**src/rtl/operand_fifo_pkg.sv**
```systemverilog
// Shared constants and helpers for the operand FIFO that feeds the 32-bit enable register.
package operand_fifo_pkg;

    localparam int DEFAULT_WIDTH = 32;
    localparam int DEFAULT_DEPTH = 4;

    // Pointer width: index bits plus one wrap bit, which separates full from empty.
    function automatic int ptr_width(input int depth);
        return $clog2(depth) + 1;
    endfunction

endpackage

```
**src/rtl/operand_fifo_mem.sv**
```systemverilog
// DEPTH x WIDTH storage for operand_fifo: synchronous write port, asynchronous read port.
module operand_fifo_mem
    import operand_fifo_pkg::*;
#(
    parameter int WIDTH  = DEFAULT_WIDTH,
    parameter int DEPTH  = DEFAULT_DEPTH,
    parameter int ADDR_W = $clog2(DEPTH)
) (
    input  logic              clock,
    input  logic              we,
    input  logic [ADDR_W-1:0] waddr,
    input  logic [WIDTH-1:0]  wdata,
    input  logic [ADDR_W-1:0] raddr,
    output logic [WIDTH-1:0]  rdata
);

    logic [WIDTH-1:0] mem [DEPTH];

    // Write the addressed entry on an accepted push.
    // NOTE: no reset on the array; resetting it would prevent RAM/regfile inference and
    // is unnecessary because the pointers alone decide which entries are valid.
    always_ff @(posedge clock) begin
        if (we) begin
            mem[waddr] <= wdata;
        end
    end

    assign rdata = mem[raddr];

endmodule

```
**src/rtl/operand_fifo.sv**
```systemverilog
// First-word fall-through FIFO ahead of the enable register: pop_valid is the register's
// load enable, pop_data its data input. Optional sticky overflow flag under the macro
// OPERAND_FIFO_OVERFLOW_ERR_EN (adds output err_overflow).
module operand_fifo
    import operand_fifo_pkg::*;
#(
    parameter  int WIDTH  = DEFAULT_WIDTH,
    parameter  int DEPTH  = DEFAULT_DEPTH,
    localparam int ADDR_W = $clog2(DEPTH)
) (
    input  logic              clock,
    input  logic              reset_n,
    input  logic              push_valid,
    output logic              push_ready,
    input  logic [WIDTH-1:0]  push_data,
    output logic              pop_valid,
    input  logic              pop_ready,
    output logic [WIDTH-1:0]  pop_data,
`ifdef OPERAND_FIFO_OVERFLOW_ERR_EN
    output logic              err_overflow,
`endif
    output logic [ADDR_W:0]   count
);

    localparam int PTR_W = ptr_width(DEPTH);
    localparam logic [PTR_W-1:0] PTR_ONE = {{(PTR_W-1){1'b0}}, 1'b1};

    logic [PTR_W-1:0] rd_ptr;
    logic [PTR_W-1:0] wr_ptr;
    logic             empty;
    logic             full;
    logic             push_fire;
    logic             pop_fire;
    logic [WIDTH-1:0] rdata;

    // Equal pointers mean empty; equal index with opposite wrap bits means full.
    assign empty = (rd_ptr == wr_ptr);
    assign full  = (rd_ptr[ADDR_W-1:0] == wr_ptr[ADDR_W-1:0]) &&
                   (rd_ptr[ADDR_W] != wr_ptr[ADDR_W]);

    assign push_ready = !full;
    assign pop_valid  = !empty;
    assign push_fire  = push_valid && !full;
    assign pop_fire   = pop_ready && !empty;

    // Head word is forced to zero when empty so the register input is deterministic.
    assign pop_data = empty ? '0 : rdata;

    operand_fifo_mem #(
        .WIDTH  (WIDTH),
        .DEPTH  (DEPTH),
        .ADDR_W (ADDR_W)
    ) u_mem (
        .clock (clock),
        .we    (push_fire),
        .waddr (wr_ptr[ADDR_W-1:0]),
        .wdata (push_data),
        .raddr (rd_ptr[ADDR_W-1:0]),
        .rdata (rdata)
    );

    // Advance pointers on accepted transfers and track occupancy alongside them.
    // NOTE: state registers use non-blocking assignments so every register samples
    // pre-edge values regardless of statement order.
    always_ff @(posedge clock or negedge reset_n) begin
        if (!reset_n) begin
            rd_ptr <= '0;
            wr_ptr <= '0;
            count  <= '0;
        end else begin
            if (push_fire) begin
                wr_ptr <= wr_ptr + PTR_ONE;
            end
            if (pop_fire) begin
                rd_ptr <= rd_ptr + PTR_ONE;
            end
            case ({push_fire, pop_fire})
                2'b10:   count <= count + PTR_ONE;
                2'b01:   count <= count - PTR_ONE;
                default: count <= count;
            endcase
        end
    end

`ifdef OPERAND_FIFO_OVERFLOW_ERR_EN
    // Sticky flag: producer drove push_valid while the FIFO was full.
    always_ff @(posedge clock or negedge reset_n) begin
        if (!reset_n) begin
            err_overflow <= 1'b0;
        end else if (push_valid && full) begin
            err_overflow <= 1'b1;
        end
    end
`endif

endmodule

```
**config.mk**
```make
export PLATFORM = sky130hd
export DESIGN_NAME = operand_fifo
export DESIGN_NICKNAME = d
export VERILOG_FILES = /design/src/rtl/operand_fifo_pkg.sv /design/src/rtl/operand_fifo_mem.sv /design/src/rtl/operand_fifo.sv
export SDC_FILE = /design/constraint.sdc
export NUM_CORES = 1
export LEC_CHECK = 0
export BUFFER_PORTS_ARGS = -buffer_cell sky130_fd_sc_hd__buf_2
export CAP_MARGIN = 5
export CORE_MARGIN = 3
export CORE_UTILIZATION = 51
export DETAILED_ROUTE_END_ITERATION = 8
export GPL_ROUTABILITY_DRIVEN = 0
export GPL_TIMING_DRIVEN = 1
export PLACE_DENSITY = 0.81
export SLEW_MARGIN = 20
export SYNTH_ARGS = -nofsm -noshare
export SYNTH_HDL_FRONTEND = slang
export SYNTH_SLANG_ARGS = --single-unit
```
**constraint.sdc**
```tcl
create_clock -name clock -period 2.35 [get_ports clock]
set_input_delay 0.235 -clock clock [delete_from_list [all_inputs] [get_ports clock]]
set_output_delay 0.235 -clock clock [all_outputs]
set_load 0.03 [all_outputs]
```
## After elaboration in Yosys (flattened, before gate mapping)

Memories as Yosys holds them, arrays and structs flattened.
Index checks and enable logic that the tools add are counted.

| cells by class | value |
|---|---|
| add/subtract/negate cells | 4 |
| equality and inequality tests | 5 |
| multiplexer cells | 4 |
| reduce and logical (&&, ||, !) cells | 6 |

Operator list:

| operator | count |
|---|---|
| two-way mux 32 bit | 1 |
| adder 3 x 1 -> 3 bit, second input constant | 3 |
| case mux 3 bit (2 select lines) | 1 |
| equality test 3 bit | 1 |
| logical AND 1 bit | 3 |
| subtractor 3 x 1 -> 3 bit, second input constant | 1 |
| equality test 2 x 1 -> 1 bit, second input constant | 1 |
| equality test 2 bit | 1 |
| equality test 2 bit, second input constant | 1 |
| zero test 1 bit | 2 |
| two-way mux 1 bit | 2 |
| nonzero test 2 bit | 1 |
| inequality test 1 bit | 1 |

| word-level totals | value |
|---|---|
| register bits after elaboration | 9 |
| RAM bits | 128 |
| input port bits | 36 |
| output and inout port bits | 37 |
| word-level logic and storage cells | 23 |
| memories kept | 1 |

Memory list:

| name | depth | width | read ports | clocked after memory_dff | wr ports | line | source |
|---|---|---|---|---|---|---|---|
| u_mem.mem | 4 | 32 | 1 | 0 | 1 | operand_fifo_mem.sv:17 | `logic [WIDTH-1:0] mem [DEPTH];` |

## Logic depth before layout (Yosys ltp)

| logic depth | value |
|---|---|
| depth after elaboration | 6 |
| depth in mapped cells | 9 |
| mapped depth without buffers | 8 |

## Hierarchy

From an unflattened synthesis, not the netlist that was laid out.

| second synthesis, totals | value |
|---|---|
| cell total of the unflattened synthesis | 253 |
| area total of the unflattened synthesis | 5474.0 sq um |

By module, submodules not included:

| module | instances | cells an instance | area an instance (sq um) | seq. area each (sq um) |
|---|---|---|---|---|
| operand_fifo_mem | 1 | 171 | 4689.5 | 3843.7 |
| operand_fifo | 1 | 82 | 784.5 | 225.2 |

## Worst setup path after synthesis

Ideal clock, no wire load.

| timing | value |
|---|---|
| kind | flip-flop to flip-flop |
| start point | reg rd_ptr[1] |
| end point | mem u_mem.mem[0][0] (netlist name) (enable) |
| library setup time | 0.392 ns |
| arrival | 1.991 ns |
| required time | 1.958 ns |
| slack | -0.033 ns |
| stages on the path, launching flop included | 5 |
| path buffers | 1 |
| clock period less this slack | 2.383 ns |
| cells stage by stage | dfrtp_1 > buf_4 > xor2_1 > or3_4 > and3_1 |

| on the way | value |
|---|---|
| word-level cells in the longest chain between the ends | 6 |

Ends and longest elaborated chain:

| what | line | source |
|---|---|---|
| start: declaration | operand_fifo.sv:28 | `logic [PTR_W-1:0] rd_ptr;` |
| start signal: assignment | operand_fifo.sv:75 | `rd_ptr <= rd_ptr + PTR_ONE;` |
| equality test 2 bit | operand_fifo.sv:38 | `assign full = (rd_ptr[ADDR_W-1:0] == wr_ptr[ADDR_W-1:0]) &&` |
| logical AND 1 bit | operand_fifo.sv:38 |  |
| zero test 1 bit | - |  |
| named net push_ready | operand_fifo.sv:14 | `output logic push_ready,` |
| logical AND 1 bit | operand_fifo.sv:43 | `assign push_fire = push_valid && !full;` |
| two-way mux 1 bit | operand_fifo_mem.sv:23 | `if (we) begin` |
| two-way mux 1 bit (not written as such) | operand_fifo_mem.sv:24 | `mem[waddr] <= wdata;` |
| end: declaration | operand_fifo_mem.sv:17 |  |

The timed path passes the listed nets, and every way through them passes these cells.

## Worst setup path in the final report

| timing | value |
|---|---|
| start point | reg rd_ptr[0] |
| end point | out pop_data[1] |

| on the way | value |
|---|---|
| word-level cells in the longest chain between the ends | 2 |
| elaborated cells on any way between the ends | 3 |
| classes of those cells | eq/ne: 1; mux: 1; memory: 1 |

Ends and longest elaborated chain:

| what | line | source |
|---|---|---|
| memory read (4 x 32 bit) / equality test 3 bit (equally long branches) | - |  |
| two-way mux 32 bit * | operand_fifo.sv:47 | `assign pop_data = empty ? '0 : rdata;` |
| end: declaration | operand_fifo.sv:18 | `output logic [WIDTH-1:0] pop_data,` |

Mark *: on every way between the ends. The rest lies on a longest branch, timed or not.

==> run metrics <==
Final HPWL DP=approximately 5700 um; antenna-violating nets left=0; Reg-to-Reg End=u_mem.mem[0][19]$_DFFE_PP_; ANT cells=0; Die Span Y=around 110 um; vias in the first global route=2920; Global Route met2 Usage=~30%; initial antenna violation count=0; Total GRT Usage=roughly 18%; Via Count=approximately 2800; P_leak=about 2.5 nW; crit path DAT=between 2 and 2.5 ns; Sink Count=between 100 and 150; WL/cell=19.03 um; flop-to-flop setup slack=approximately 0.15 ns; fin util=67.42%; sequential share of the synthesized area=between 70% and 80%; first-pass GRT wire length=roughly 16000 um; worst hold slack=0.09466 ns; Seq cells post-synth=137; max_slew headroom=38.93%; Mapped Nets=300; Core ar.=10370 um^2; Final Hold Viols=0; crit end category=output pin; WHS Endpoint=rd_ptr[2]$_DFFE_PN0P_; YS warnings=0; root buffer cell=clkbuf_8; synthesized area per cell=between 20 and 25 um^2; min-delay worst type=input port to flop; Pre-antenna DRT Iters=5; DRC Markers=0; Tmin final=approximately 2.3 ns; min-delay src=pop_ready; Max rail drop VDD=between 0.8 and 0.9 mV; Post-synth ARST share=under 10%; First DRT Iteration DRCs=156; Reg clk slew, reported paths=approximately 0.060 ns; most frequently used flop master after synthesis=edfxtp_1; Final period util=between 90% and 100%; final setup violation count=0; met3 Track Usage GR=5.402%; TritonCTS clock tree=built; post-route setup slack=between 0.04 and 0.05 ns; die area=11980 um^2; starting density of the core=a little over half; grt ovf=0; worst skew pair latency=a little over 0.5 ns; DR vias/cell=approximately 5.3; PwrDens=between 1500 and 2000 nW/um^2; top-level I/O count=73; Pins Over Slew Limit=0; port buffer count=72; Post-synth EDFFs=between 100 and 150; setup_tns=0 ns; Hold Path Stages=3; fmax=roughly 0.43 GHz; CP Class=flop to output pin; Clock Tree Buf Depth=2; width of the chip=109.5 um; Worst-Margin Slew=a little over 0.9 ns; outcome=complete, no violations; largest net degree at the start of global routing=37; Final Routed Wirelength=~10000 um; post-place setup slack=about 0.14 ns; total CTS buffers=17; RR Startpoint=rd_ptr[0]$_DFFE_PN0P_; max-cap violations=0; unrepaired setup endpoints after global routing=yes; area grow syn2layout=28.05%; layout cells sized above 1=40.25%; Critical Path RT=about 2.1 ns; Worst Clk Skew=about 0.008 ns; H-tree levels=4; crit start category=flop; post-CTS setup buffer count=0; CP Max Fanout=25; synth unique cells=25; Final nets=425; Site Rows=37; synthesized cell area=5460 um^2; cells on worst reg2reg path=4; post-synthesis cell count=around 260; GR Util met1=a little under a quarter; Layout fillers=681; GRT busiest layer=met2; Crit. Startpoint=rd_ptr[0]$_DFFE_PN0P_
## critical path: stages (launching register included)
cell     delay, ns
dfrtp_2       0.47
xor2_2        0.20
buf_4         0.17
nor3_4        0.23
buf_12        0.22
nor2b_1       0.09
buf_2         0.18
## cell usage after synthesis, types with 2 or more instances
master    count  share of area [%]
edfxtp_1    128                 70
mux4_2       32                 13
nor2b_1      30                3.4
dfrtp_1       9                4.1
xnor2_1       7                1.1
ha_1          6                1.4
inv_1         5               0.34
a21oi_1       4               0.37
buf_4         4               0.55
buf_6         4               0.82
o31ai_1       4               0.55
xor2_1        4               0.64
and3_1        3               0.34
clkbuf_1      3               0.21
a211oi_1      2               0.27
nand2b_1      2               0.23
nor2b_2       2               0.32
## registers in the layout, indices dropped and copies added (netlist names)
name	count
u_mem.mem	128
rd_ptr	3
count	3
wr_ptr	3
## stage by stage
| step | total power [W] | cell area, um^2 | cells |
|---|---|---|---|
| floorplan | 0.006718 | 5464 | 257 |
| global placement | 0.007937 | 6025 | 465 |
| detailed placement | 0.008037 | 6025 | 465 |
| CTS | 0.01077 | 6982 | 531 |
| global route | 0.01123 | 6992 | 531 |
| finish | 0.01067 | 6992 | 531 |
## power breakdown
group	switching [W]	leakage, nW	total, W	internal, W
clock network	0.000983	0.282	0.00260	0.00162
logic	0.00281	0.954	0.00459	0.00178
registers	0.000202	1.28	0.00348	0.00328
## per-layer routing
| layer | routed length, um | up-vias |
|---|---|---|
| li1 | - | 1287 |
| met1 | 4102 | 1416 |
| met2 | 5210 | 100 |
| met3 | 660 | 12 |
| met4 | 130 | 0 |
| met5 | 0 | - |
## what timing repair did
item	in CTS	in global routing
endpoints found under the setup margin	17	27
pin swaps	0	0
gates resized for setup	3	2
hold buffers	33	0
hold endpoints to repair	137	0
gates cloned	1	0
## cells in the final DEF (no fill, tap or decap), types with 5 or more instances in the layout
master	n
buf_2	71
buf_4	8
clkbuf_16	16
dfrtp_1	7
dlygate4sd3_1	33
edfxtp_1	128
ha_1	6
inv_1	5
mux4_2	32
nor2b_1	30
xnor2_1	7
## worst max path at each step
stage	to	slack [ns]
floorplan	count[2]$_DFFE_PN0P_	0.18
global placement	count[2]$_DFFE_PN0P_	0.21
detailed placement	u_mem.mem[0][21]$_DFFE_PP_	0.14
CTS	pop_data[1]	-0.006
global route	pop_data[1]	-0.06
finish	pop_data[1]	0.04
## layout make-up
type,count,area (um^2),area share [%]
Clock buffer,17,414.1,5.923
Clock inverter,15,173.9,2.487
Inverter,5,18.77,0.2684
Sequential cell,137,4071,58.23
Timing Repair Buffer,117,832.0,11.90
Tap cell,136,170.2,2.434
Multi-Input combinational cell,104,1311,18.75
## logic make-up (layout without fill, tap and decap cells)
kind of cell / count (synthesis) / after routing / share of synthesized area [%]
flip-flops: 137 / 137 / 74.52
AND/OR/NAND/NOR: 40 / 40 / 4.789
multiplexers: 33 / 33 / 13.41
buffers and inverters: 16 / 154 / 1.925
AO/OA/AOI/OAI: 12 / 12 / 1.558
XOR/XNOR: 12 / 12 / 2.062
adder cells (fa/ha/maj): 7 / 7 / 1.741
Note: power is estimated with default switching activity, not from simulation.
